### src/rtl/airi5c_operand_unpacker_pkg.sv
// Shared binary32 field positions, exponent constants and unpacker FSM encoding.
// Imported by airi5c_float_field_decode and airi5c_operand_unpacker.
package airi5c_operand_unpacker_pkg;

  localparam int BIAS       = 127;
  localparam int EMIN       = -126;
  localparam int EXP_INFNAN = 128;

  localparam int SGN_BIT   = 31;
  localparam int EXP_MSB   = 30;
  localparam int EXP_LSB   = 23;
  localparam int FRAC_MSB  = 22;
  localparam int FRAC_LSB  = 0;
  localparam int QUIET_BIT = 22;
  localparam int MAN_W     = 24;

  typedef enum logic [1:0] {
    ST_IDLE = 2'd0,
    ST_NORM = 2'd1,
    ST_DONE = 2'd2
  } state_t;

  typedef struct packed {
    logic zero;
    logic inf;
    logic sNaN;
    logic qNaN;
    logic denormal;
  } class_t;

endpackage

### src/rtl/airi5c_float_field_decode.sv
// Combinational split of a binary32 operand into sign, unbiased exponent,
// significand and class flags.
module airi5c_float_field_decode
  import airi5c_operand_unpacker_pkg::*;
#(
  parameter int EXP_W = 10
) (
  input  logic [31:0]             i_float,
  output logic                    o_sgn,
  output logic signed [EXP_W-1:0] o_exp,
  output logic [MAN_W-1:0]        o_man,
  output class_t                  o_class
);

  logic [7:0]  w_e;
  logic [22:0] w_f;
  logic        w_fNonZero;

  assign w_e        = i_float[EXP_MSB:EXP_LSB];
  assign w_f        = i_float[FRAC_MSB:FRAC_LSB];
  assign w_fNonZero = |w_f;
  assign o_sgn      = i_float[SGN_BIT];

  always_comb begin
    o_class = '0;
    o_man   = {1'b1, w_f};
    o_exp   = EXP_W'(int'(w_e) - BIAS);
    if (w_e == 8'h00) begin
      // Zero and denormals share the minimum exponent; the hidden bit is clear.
      o_exp            = EXP_W'(EMIN);
      o_man            = {1'b0, w_f};
      o_class.zero     = !w_fNonZero;
      o_class.denormal = w_fNonZero;
    end else if (w_e == 8'hFF) begin
      o_exp        = EXP_W'(EXP_INFNAN);
      o_class.inf  = !w_fNonZero;
      o_class.qNaN = w_f[QUIET_BIT];
      o_class.sNaN = w_fNonZero && !w_f[QUIET_BIT];
    end
  end

endmodule

### src/rtl/airi5c_operand_unpacker.sv
// Registered binary32 operand unpacker with load/kill/ready handshake.
// Define AIRI5C_UNPACK_NORM_EN to normalize denormal significands before ready.
module airi5c_operand_unpacker
  import airi5c_operand_unpacker_pkg::*;
#(
  parameter int EXP_W = 10
) (
  input  logic                    clk,
  input  logic                    n_reset,
  input  logic                    kill,
  input  logic                    load,
  input  logic [31:0]             float_in,
  output logic                    sgn,
  output logic signed [EXP_W-1:0] exp,
  output logic [MAN_W-1:0]        man,
  output logic                    zero,
  output logic                    inf,
  output logic                    sNaN,
  output logic                    qNaN,
  output logic                    denormal,
  output logic                    ready
);

  state_t                  r_state;
  state_t                  w_stateNext;
  logic                    r_sgn;
  logic signed [EXP_W-1:0] r_exp;
  logic [MAN_W-1:0]        r_man;
  class_t                  r_class;

  logic                    w_sgn;
  logic signed [EXP_W-1:0] w_exp;
  logic [MAN_W-1:0]        w_man;
  class_t                  w_class;

  airi5c_float_field_decode #(
    .EXP_W(EXP_W)
  ) u_decode (
    .i_float(float_in),
    .o_sgn  (w_sgn),
    .o_exp  (w_exp),
    .o_man  (w_man),
    .o_class(w_class)
  );

  always_ff @(posedge clk or negedge n_reset) begin
    if (!n_reset) r_state <= ST_IDLE;
    else          r_state <= w_stateNext;
  end

  // kill beats load; a load in any state restarts with the new operand.
  always_comb begin
    w_stateNext = r_state;
    if (kill) begin
      w_stateNext = ST_IDLE;
    end else if (load) begin
`ifdef AIRI5C_UNPACK_NORM_EN
      w_stateNext = w_class.denormal ? ST_NORM : ST_DONE;
`else
      w_stateNext = ST_DONE;
`endif
    end else begin
      case (r_state)
        ST_IDLE: w_stateNext = ST_IDLE;
`ifdef AIRI5C_UNPACK_NORM_EN
        ST_NORM: w_stateNext = r_man[MAN_W-2] ? ST_DONE : ST_NORM;
`endif
        ST_DONE: w_stateNext = ST_IDLE;
        default: w_stateNext = ST_IDLE;
      endcase
    end
  end

  always_ff @(posedge clk or negedge n_reset) begin
    if (!n_reset) begin
      r_sgn   <= 1'b0;
      r_exp   <= '0;
      r_man   <= '0;
      r_class <= '0;
    end else if (kill) begin
      r_sgn   <= 1'b0;
      r_exp   <= '0;
      r_man   <= '0;
      r_class <= '0;
    end else if (load) begin
      r_sgn   <= w_sgn;
      r_exp   <= w_exp;
      r_man   <= w_man;
      r_class <= w_class;
`ifdef AIRI5C_UNPACK_NORM_EN
    end else if (r_state == ST_NORM) begin
      // Class flags stay as captured; only the significand and exponent move.
      r_man <= r_man << 1;
      r_exp <= r_exp - EXP_W'(1);
`endif
    end
  end

  assign sgn      = r_sgn;
  assign exp      = r_exp;
  assign man      = r_man;
  assign zero     = r_class.zero;
  assign inf      = r_class.inf;
  assign sNaN     = r_class.sNaN;
  assign qNaN     = r_class.qNaN;
  assign denormal = r_class.denormal;
  assign ready    = (r_state == ST_DONE);

endmodule

### config.mk
export PLATFORM = sky130hd
export DESIGN_NAME = airi5c_operand_unpacker
export DESIGN_NICKNAME = d
export VERILOG_FILES = /design/src/rtl/airi5c_operand_unpacker_pkg.sv /design/src/rtl/airi5c_float_field_decode.sv /design/src/rtl/airi5c_operand_unpacker.sv
export SDC_FILE = /design/constraint.sdc
export NUM_CORES = 1
export LEC_CHECK = 0
export ABC_AREA = 1
export BUFFER_PORTS_ARGS = -buffer_cell sky130_fd_sc_hd__clkbuf_2
export CORE_ASPECT_RATIO = 0.7
export CORE_UTILIZATION = 43
export CTS_BUF_LIST = sky130_fd_sc_hd__clkbuf_8
export CTS_CLUSTER_SIZE = 40
export DETAILED_ROUTE_END_ITERATION = 7
export HOLD_SLACK_MARGIN = 0.08
export PLACE_DENSITY = 0.82
export RECOVER_POWER = 25
export SLEW_MARGIN = 40
export SYNTH_ARGS = -nofsm -noshare
export SYNTH_HDL_FRONTEND = slang
export SYNTH_SLANG_ARGS = --single-unit
### constraint.sdc
create_clock -name clk -period 0.8 [get_ports clk]
set_input_delay 0.16 -clock clk [delete_from_list [all_inputs] [get_ports clk]]
set_output_delay 0.16 -clock clk [all_outputs]
set_load 0.01 [all_outputs]
==> qor.txt, run 1 <==
================================================================================
Result of the run                                                   finished with violations
Failing checks                                                      setup timing
Maximum clock insertion buffer count                                           2
RSZ-0062 raised after global routing                                         yes
Number of different library cells in the post-synthesis netlist               22
Buffers plus inverters on the worst setup path                                 1
Worst max-slew margin expressed relative to the limit                      75.8%
Sink count of the clock tree                                                  40
Maximum capacitance violations                                                 0
Worst-skew pair later-pin latency                                        0.28 ns
Post-Synth Simple-Gate Area                                                26.3%
Total count of hold-check failures in the final report                         0
Worst path required time                                                 0.64 ns
Most common cell after layout, fill and taps aside                      clkbuf_2
Clock tree from TritonCTS                                                    yes
Accumulated negative setup slack                                        -7.22 ns
Number of antenna violations at the first check in global routing              0
Maximum level of the CTS H-tree                                                2
WS Path Type                                                        flip-flop to output port
Mean cell area of the mapped netlist                                    9.12 µm²
Pins over their slew limit                                                     0
Count of cells along the worst hold path                                       2
Crit-path max FO                                                               2
Synthesized-area fraction occupied by ao, oa, aoi and oai cells            9.93%
Post-detail-place hpwl                                                   3.49 mm
Maximum operating frequency                                             1010 MHz
Worst Slack Setup Final                                                -0.185 ns
Post-synthesis net count                                                     237
Via count                                                                   1827
Number of warnings printed during yosys synthesis                              0
Vert. Die Dim                                                            56.3 µm
Post-Place Cells                                                             345
First-pass GRT wire length                                               7.73 mm
Adder-cell share of the synthesized area                                   1.38%
Final Total Pwr                                                          4.63 mW
Least-Margin Pin Slew                                                   0.363 ns
CP delay by family, top                                               flip-flops
Period utilization                                                          123%
Cell count after synthesis                                                   199
Vias in the first global route                                              1681
Share of synthesized area occupied by flip-flops and latches               55.2%
Worst EP arrival                                                         0.83 ns
Number of placement rows                                                      19
Fraction of synthesized area in multiplexers                                  0%
Xor/xnor cell area share of the yosys netlist                             0.966%
Cell Pwr Density                                                     1580 nW/µm²
Floorplan Core Area                                                     3970 µm²
Final clock skew                                                            0 ns
Post-synthesis cell area                                                1810 µm²
GP Congestion                                                              0.870
Fill cell count                                                              288
Largest vdd supply drop                                                 0.932 mV
DRC violations left                                                            0
Leftover overflow at the end of global routing                                 0
Crit path time final                                                    0.985 ns
Number of placed I/O pins                                                     77
Wirelength per Cell                                                      13.3 µm
Global router's overall resource usage                                     22.8%
Share of the core filled with cells in the final layout                    73.7%
CTS clock-pin slew for the worst setup and hold paths                    0.07 ns
Startpoint class of the critical path                                  flip-flop
FF+latch count, synth                                                         40
Detailed Routing Iterations Pass 1                                             4
Share of layout cells above drive strength 1                               52.1%
Biggest cell delay along the critical path                               0.40 ns
Worst setup slack for register-to-register paths                        -0.14 ns
Series of cell instances along the critical path                        clkbuf_2
Initial drt markers                                                           55
Total die area                                                          4490 µm²
CTS Root Buffer Type                                                    clkbuf_8
Number of routed nets with antenna violations                                  0
Worst reg-to-reg path cell count                                               3
Die Wd                                                                   79.6 µm
Slowest-stage cell, CP                                                   dfrtp_1
Leakage Power                                                            1.66 nW
Buffers on Ports                                                              76
Inserted Diodes                                                                0
Initial Util                                                               45.7%
Commonest non-fill, non-tap cells in the layout                     clkbuf_2, nand2_1, buf_4, dfrtp_1, a22o_1
Via density                                                                 4.83
Number of buffers created by CTS                                               5
Syn-to-layout area delta                                                   61.2%
Footprint of the multi-input gates                                       811 µm²
Path category of the worst min-delay check                          input port to flip-flop
Largest net degree at the start of global routing                             41
Post-layout instance count excluding filler cells                            378
Count of nets after finishing                                                363
Drt total wl                                                             5.05 mm
Setup-violating endpoint count in the final report                            67
Crit. path cell count                                                          1
Endpoint class of the critical path                                  output port
Area taken by flip-flops and latches                                    1000 µm²
Worst slack on hold paths                                              0.0969 ns
Largest family of logic cells by synthesized area                   simple AND/OR/NAND/NOR gates
================================================================================
-- cells by family (layout without fill, tap and decap cells) --
family,after synthesis,after routing
simple gates,103,103
flops,40,40
buf+inv,28,155
compound gates,24,24
fa+ha+maj,2,2
xor+xnor,2,2
-- area by class of cell --
type | instances | share of cell area [%]
Clock buffer | 5 | 2.35
Multi-Input combinational cell | 131 | 27.7
Sequential cell | 40 | 34.2
Timing Repair Buffer | 126 | 28.4
Tap cell | 52 | 2.22
Inverter | 21 | 3.72
Clock inverter | 3 | 1.33
-- routing by layer --
layer / part of all wire (%) / vias up / track usage, %
li1: - / 889 / -
met1: 45 / 869 / 32.1
met2: 49 / 64 / 36.5
met3: 5.5 / 5 / 4.55
met4: 0.52 / 0 / 4.68
met5: 0 / - / 0
-- stage by stage --
step                setup slack [ns]  instance area, µm²
floorplan                     -0.118                1890
global route                  -0.212                2930
detailed placement            -0.478                2510
finish                        -0.185                2930
CTS                           -0.186                2790
global placement              -0.429                2510
-- path summary, 6_finish.rpt --
check | startpoint | to
worst max-delay path | exp[0] | exp[0]
worst min-delay path | float_in[31] | sgn
worst max register to register | man[6] | man[6]
worst min register to register | exp[4] | exp[4]
max in group asynchronous | n_reset | man[23]
min in group asynchronous | n_reset | exp[4]
-- cell usage after synthesis --
library cell	n	share of area, %
nand2_1	63	13
dfrtp_1	40	55
a22o_1	16	7.7
nor2_1	16	3.3
inv_1	15	3.1
nand3_1	12	3.3
o21ai_1	6	1.7
inv_2	5	1.0
buf_2	4	1.1
nand3_2	3	1.7
nor2_4	3	1.9
clkbuf_1	2	0.41
ha_1	2	1.4
nand4_1	2	0.69
o21ai_0	2	0.55
xor2_1	2	0.97
buf_4	1	0.41
clkinv_1	1	0.21
nand2_4	1	0.62
nand3_4	1	0.97
nand3b_1	1	0.41
nor3b_1	1	0.41
-- where the power goes --
group          switching (mW)  internal, mW  total [mW]
Clock                   0.663         0.913        1.58
Combinational           0.438         0.429       0.867
Sequential             0.0602          2.12        2.18
-- state kept, by name (all words and copies together), names as in the netlist --
signal / flops
r_state: 1
qNaN: 1
man: 24
inf: 1
zero: 1
exp: 9
sNaN: 1
denormal: 1
sgn: 1
-- repair_timing --
action,CTS,global route
pin swaps,17,18
endpoints found under the hold margin,40,0
setup buffers,12,14
endpoints found under the setup margin,56,61
resized for setup,17,19
hold buffers,1,0
cloned,0,0
Power figures use the tool's default switching activity.
==> inputs of run 2 (changes only) <==
--- a/config.mk
+++ b/config.mk
@@ -6,16 +6,18 @@
 export NUM_CORES = 1
 export LEC_CHECK = 0
 export ABC_AREA = 1
-export BUFFER_PORTS_ARGS = -buffer_cell sky130_fd_sc_hd__clkbuf_2
 export CORE_ASPECT_RATIO = 0.7
 export CORE_UTILIZATION = 43
 export CTS_BUF_LIST = sky130_fd_sc_hd__clkbuf_8
 export CTS_CLUSTER_SIZE = 40
 export DETAILED_ROUTE_END_ITERATION = 7
+export DONT_BUFFER_PORTS = 1
 export HOLD_SLACK_MARGIN = 0.08
-export PLACE_DENSITY = 0.82
+export PLACE_DENSITY = 0.67
 export RECOVER_POWER = 25
+export REMOVE_ABC_BUFFERS = 1
 export SLEW_MARGIN = 40
 export SYNTH_ARGS = -nofsm -noshare
 export SYNTH_HDL_FRONTEND = slang
+export SYNTH_HIERARCHICAL = 1
 export SYNTH_SLANG_ARGS = --single-unit
==> qor.txt, run 2 <==
================================================================================
Least-Margin Pin Slew                                                   0.264 ns   -0.0984 ns
First-pass GRT wire length                                               8.78 mm   +14%
DRC violations left                                                            0   unchanged
Crit-path max FO                                                               2   unchanged
Sink count of the clock tree                                                  41   +2.5%
Number of placed I/O pins                                                     77   unchanged
Maximum level of the CTS H-tree                                                2   unchanged
Worst Slack Setup Final                                               -0.0916 ns   +0.0936 ns
Top_reg_cell synth                                                       dfrtp_1
FF+latch count, synth                                                         41   +2.5%
Most used standard cells in the synthesized netlist                 nand2_1, nand3_1, dfrtp_1
Setup-violating endpoint count in the final report                            44   -34%
GP Congestion                                                              0.849   -2.4%
Count of nets after finishing                                                323   -11%
WS Path Type                                                        flip-flop to output port
Worst-skew pair later-pin latency                                        0.28 ns   about the same
Die Wd                                                                   88.4 µm   +11%
Leakage Power                                                            1.36 nW   -18%
Endpoint class of the critical path                                  output port
Largest vdd supply drop                                                 0.703 mV   -25%
Path category of the worst min-delay check                          input port to async pin
Number of buffers created by CTS                                               5   unchanged
Mean cell area of the mapped netlist                                    7.99 µm²   -12%
Clock tree from TritonCTS                                                    yes
Maximum clock insertion buffer count                                           2   unchanged
Syn-to-layout area delta                                                   18.2%
Share of layout cells above drive strength 1                               15.4%   -37 points
Crit path time final                                                    0.892 ns   -0.0936 ns
Buffers on Ports                                                               0   -100%
Leftover overflow at the end of global routing                                 0   unchanged
Cell count after synthesis                                                   281   +41%
Maximum capacitance violations                                                 0   unchanged
Worst slack on hold paths                                              -0.442 ns   -0.539 ns
Worst path required time                                                 0.64 ns   about the same
Number of buffers added to fix hold violations after cts                      26   +25
Floorplan Core Area                                                     4890 µm²   +23%
Top post-synthesis cells by area                                    dfrtp_1, nand2_1, nand3_1
RSZ-0062 raised after global routing                                         yes
Share of flip-flops with an asynchronous set or reset                       100%   unchanged
Worst EP arrival                                                         0.73 ns   -0.10 ns
Via count                                                                   1774   -2.9%
Share of the core filled with cells in the final layout                    54.3%   -19 points
Number of antenna violations at the first check in global routing              0   unchanged
Accumulated negative setup slack                                        -2.96 ns   +4.25 ns
Startpoint class of the critical path                                  flip-flop
Number of synthesized flops with an enable pin                                 0   unchanged
CTS Root Buffer Type                                                    clkbuf_8
Most numerous cell in the Yosys netlist                                  nand2_1
Top layer reached by signal wires                                           met4
Wirelength per Cell                                                      15.3 µm   +15%
Drt total wl                                                             5.45 mm   +8.0%
Routed met3 length                                                        336 µm   +21%
Area share of the largest cell type after synthesis                        45.7%   -9.5 points
Post-detail-place hpwl                                                   3.44 mm   -1.6%
Share of synthesized area occupied by flip-flops and latches               45.7%   -9.5 points
Summed area of non-filler cells in the final layout                     2650 µm²   -9.3%
Number of routed nets with antenna violations                                  0   unchanged
Yosys top cell by area                                                   dfrtp_1
Failing checks                                                      hold timing, setup timing
Detail Route met2 WL                                                     2.57 mm   +4.1%
Detailed Routing Iterations Pass 1                                             4   unchanged
Number of flip-flops under the largest register name                          24   unchanged
Inserted Diodes                                                                0   unchanged
Wl on met1                                                               2.50 mm   +9.9%
Number of warnings printed during yosys synthesis                              6   +6
Most common cell after layout, fill and taps aside                       nand2_1
Worst max-slew margin expressed relative to the limit                      82.4%   +6.6 points
Result of the run                                                   finished with violations
Final clock skew                                                            0 ns   unchanged
Vert. Die Dim                                                            62.5 µm   +11%
Vias in the first global route                                              1811   +7.7%
Commonest non-fill, non-tap cells in the layout                     nand2_1, nand3_1, dfrtp_1, dlygate4sd3_1, nor2_1
Initial drt markers                                                           94   +71%
CTS clock-pin slew for the worst setup and hold paths                    0.08 ns   about the same
Total die area                                                          5520 µm²   +23%
Number of different library cells in the post-synthesis netlist               22   unchanged
Number of placement rows                                                      21   +2
Period utilization                                                          111%   -12 points
Via density                                                                 5.00   +3.4%
Fill cell count                                                              462   +60%
Global router's overall resource usage                                     20.7%   -2.1 points
Post-synthesis cell area                                                2240 µm²   +24%
Pins over their slew limit                                                     0   unchanged
Initial Util                                                               45.9%   +0.23 points
Total count of hold-check failures in the final report                        41   +41
Post-Place Cells                                                             320   -7.2%
Cell area after placement                                               2140 µm²   -15%
Largest net degree at the start of global routing                             43   +4.9%
Post-layout instance count excluding filler cells                            355   -6.1%
Maximum operating frequency                                             1120 MHz   +10%
Final Total Pwr                                                          4.76 mW   +2.8%
Pre-CTS setup slack                                                    -0.400 ns   +0.0774 ns
Cell Pwr Density                                                     1790 nW/µm²   +13%
================================================================================
## run 2: kinds of logic after synthesis
logic type,after synthesis,synth area share (%)
flops,41,45.7
buf+inv,55,16.3
simple gates,175,34.4
fa+ha+maj,2,1.11
xor+xnor,3,1.17
compound gates,5,1.23
## run 2: timing repair
item / CTS / global route
setup buffers: 1 / 0
gates resized for setup: 5 / 24
setup endpoints to repair: 46 / 49
pin swaps: 4 / 20
hold endpoints to repair: 82 / 81
## run 2: metal layers
| metal | up-vias | global-route usage [%] |
|---|---|---|
| li1 | 859 | - |
| met1 | 852 | 27.0 |
| met2 | 59 | 34.0 |
| met3 | 4 | 5.81 |
| met4 | 0 | 4.84 |
| met5 | - | 0 |
## run 2: area by class of cell
type | count | area (µm²) | share of cell area, %
clock buffers | 5 | 68.8 | 2.59
multi-input cells | 185 | 928 | 35.0
well taps | 69 | 86.3 | 3.25
inverters | 17 | 97.6 | 3.68
repair buffers | 35 | 382 | 14.4
flip-flops and latches | 41 | 1030 | 38.7
clock inverters | 3 | 65.1 | 2.45
## run 2: worst paths after layout
check | start | endpoint | slack (ns) | depth (start not counted)
max reg2reg | zero | zero | 0.11 | 2
min in group clk | load | exp[0] | 0 | 2
min reg2reg | man[0] | man[0] | 0.54 | 2
max in group asynchronous | n_reset | exp[3] | 1.15 | 0
max | zero | zero | -0.09 | 0
min | n_reset | man[14] | -0.44 | 0
## run 2: power by group
part / switching [mW] / total [mW] / internal (mW)
Sequential: 0.127 / 2.30 / 2.18
Combinational: 0.227 / 0.485 / 0.257
Clock: 0.730 / 1.97 / 1.24
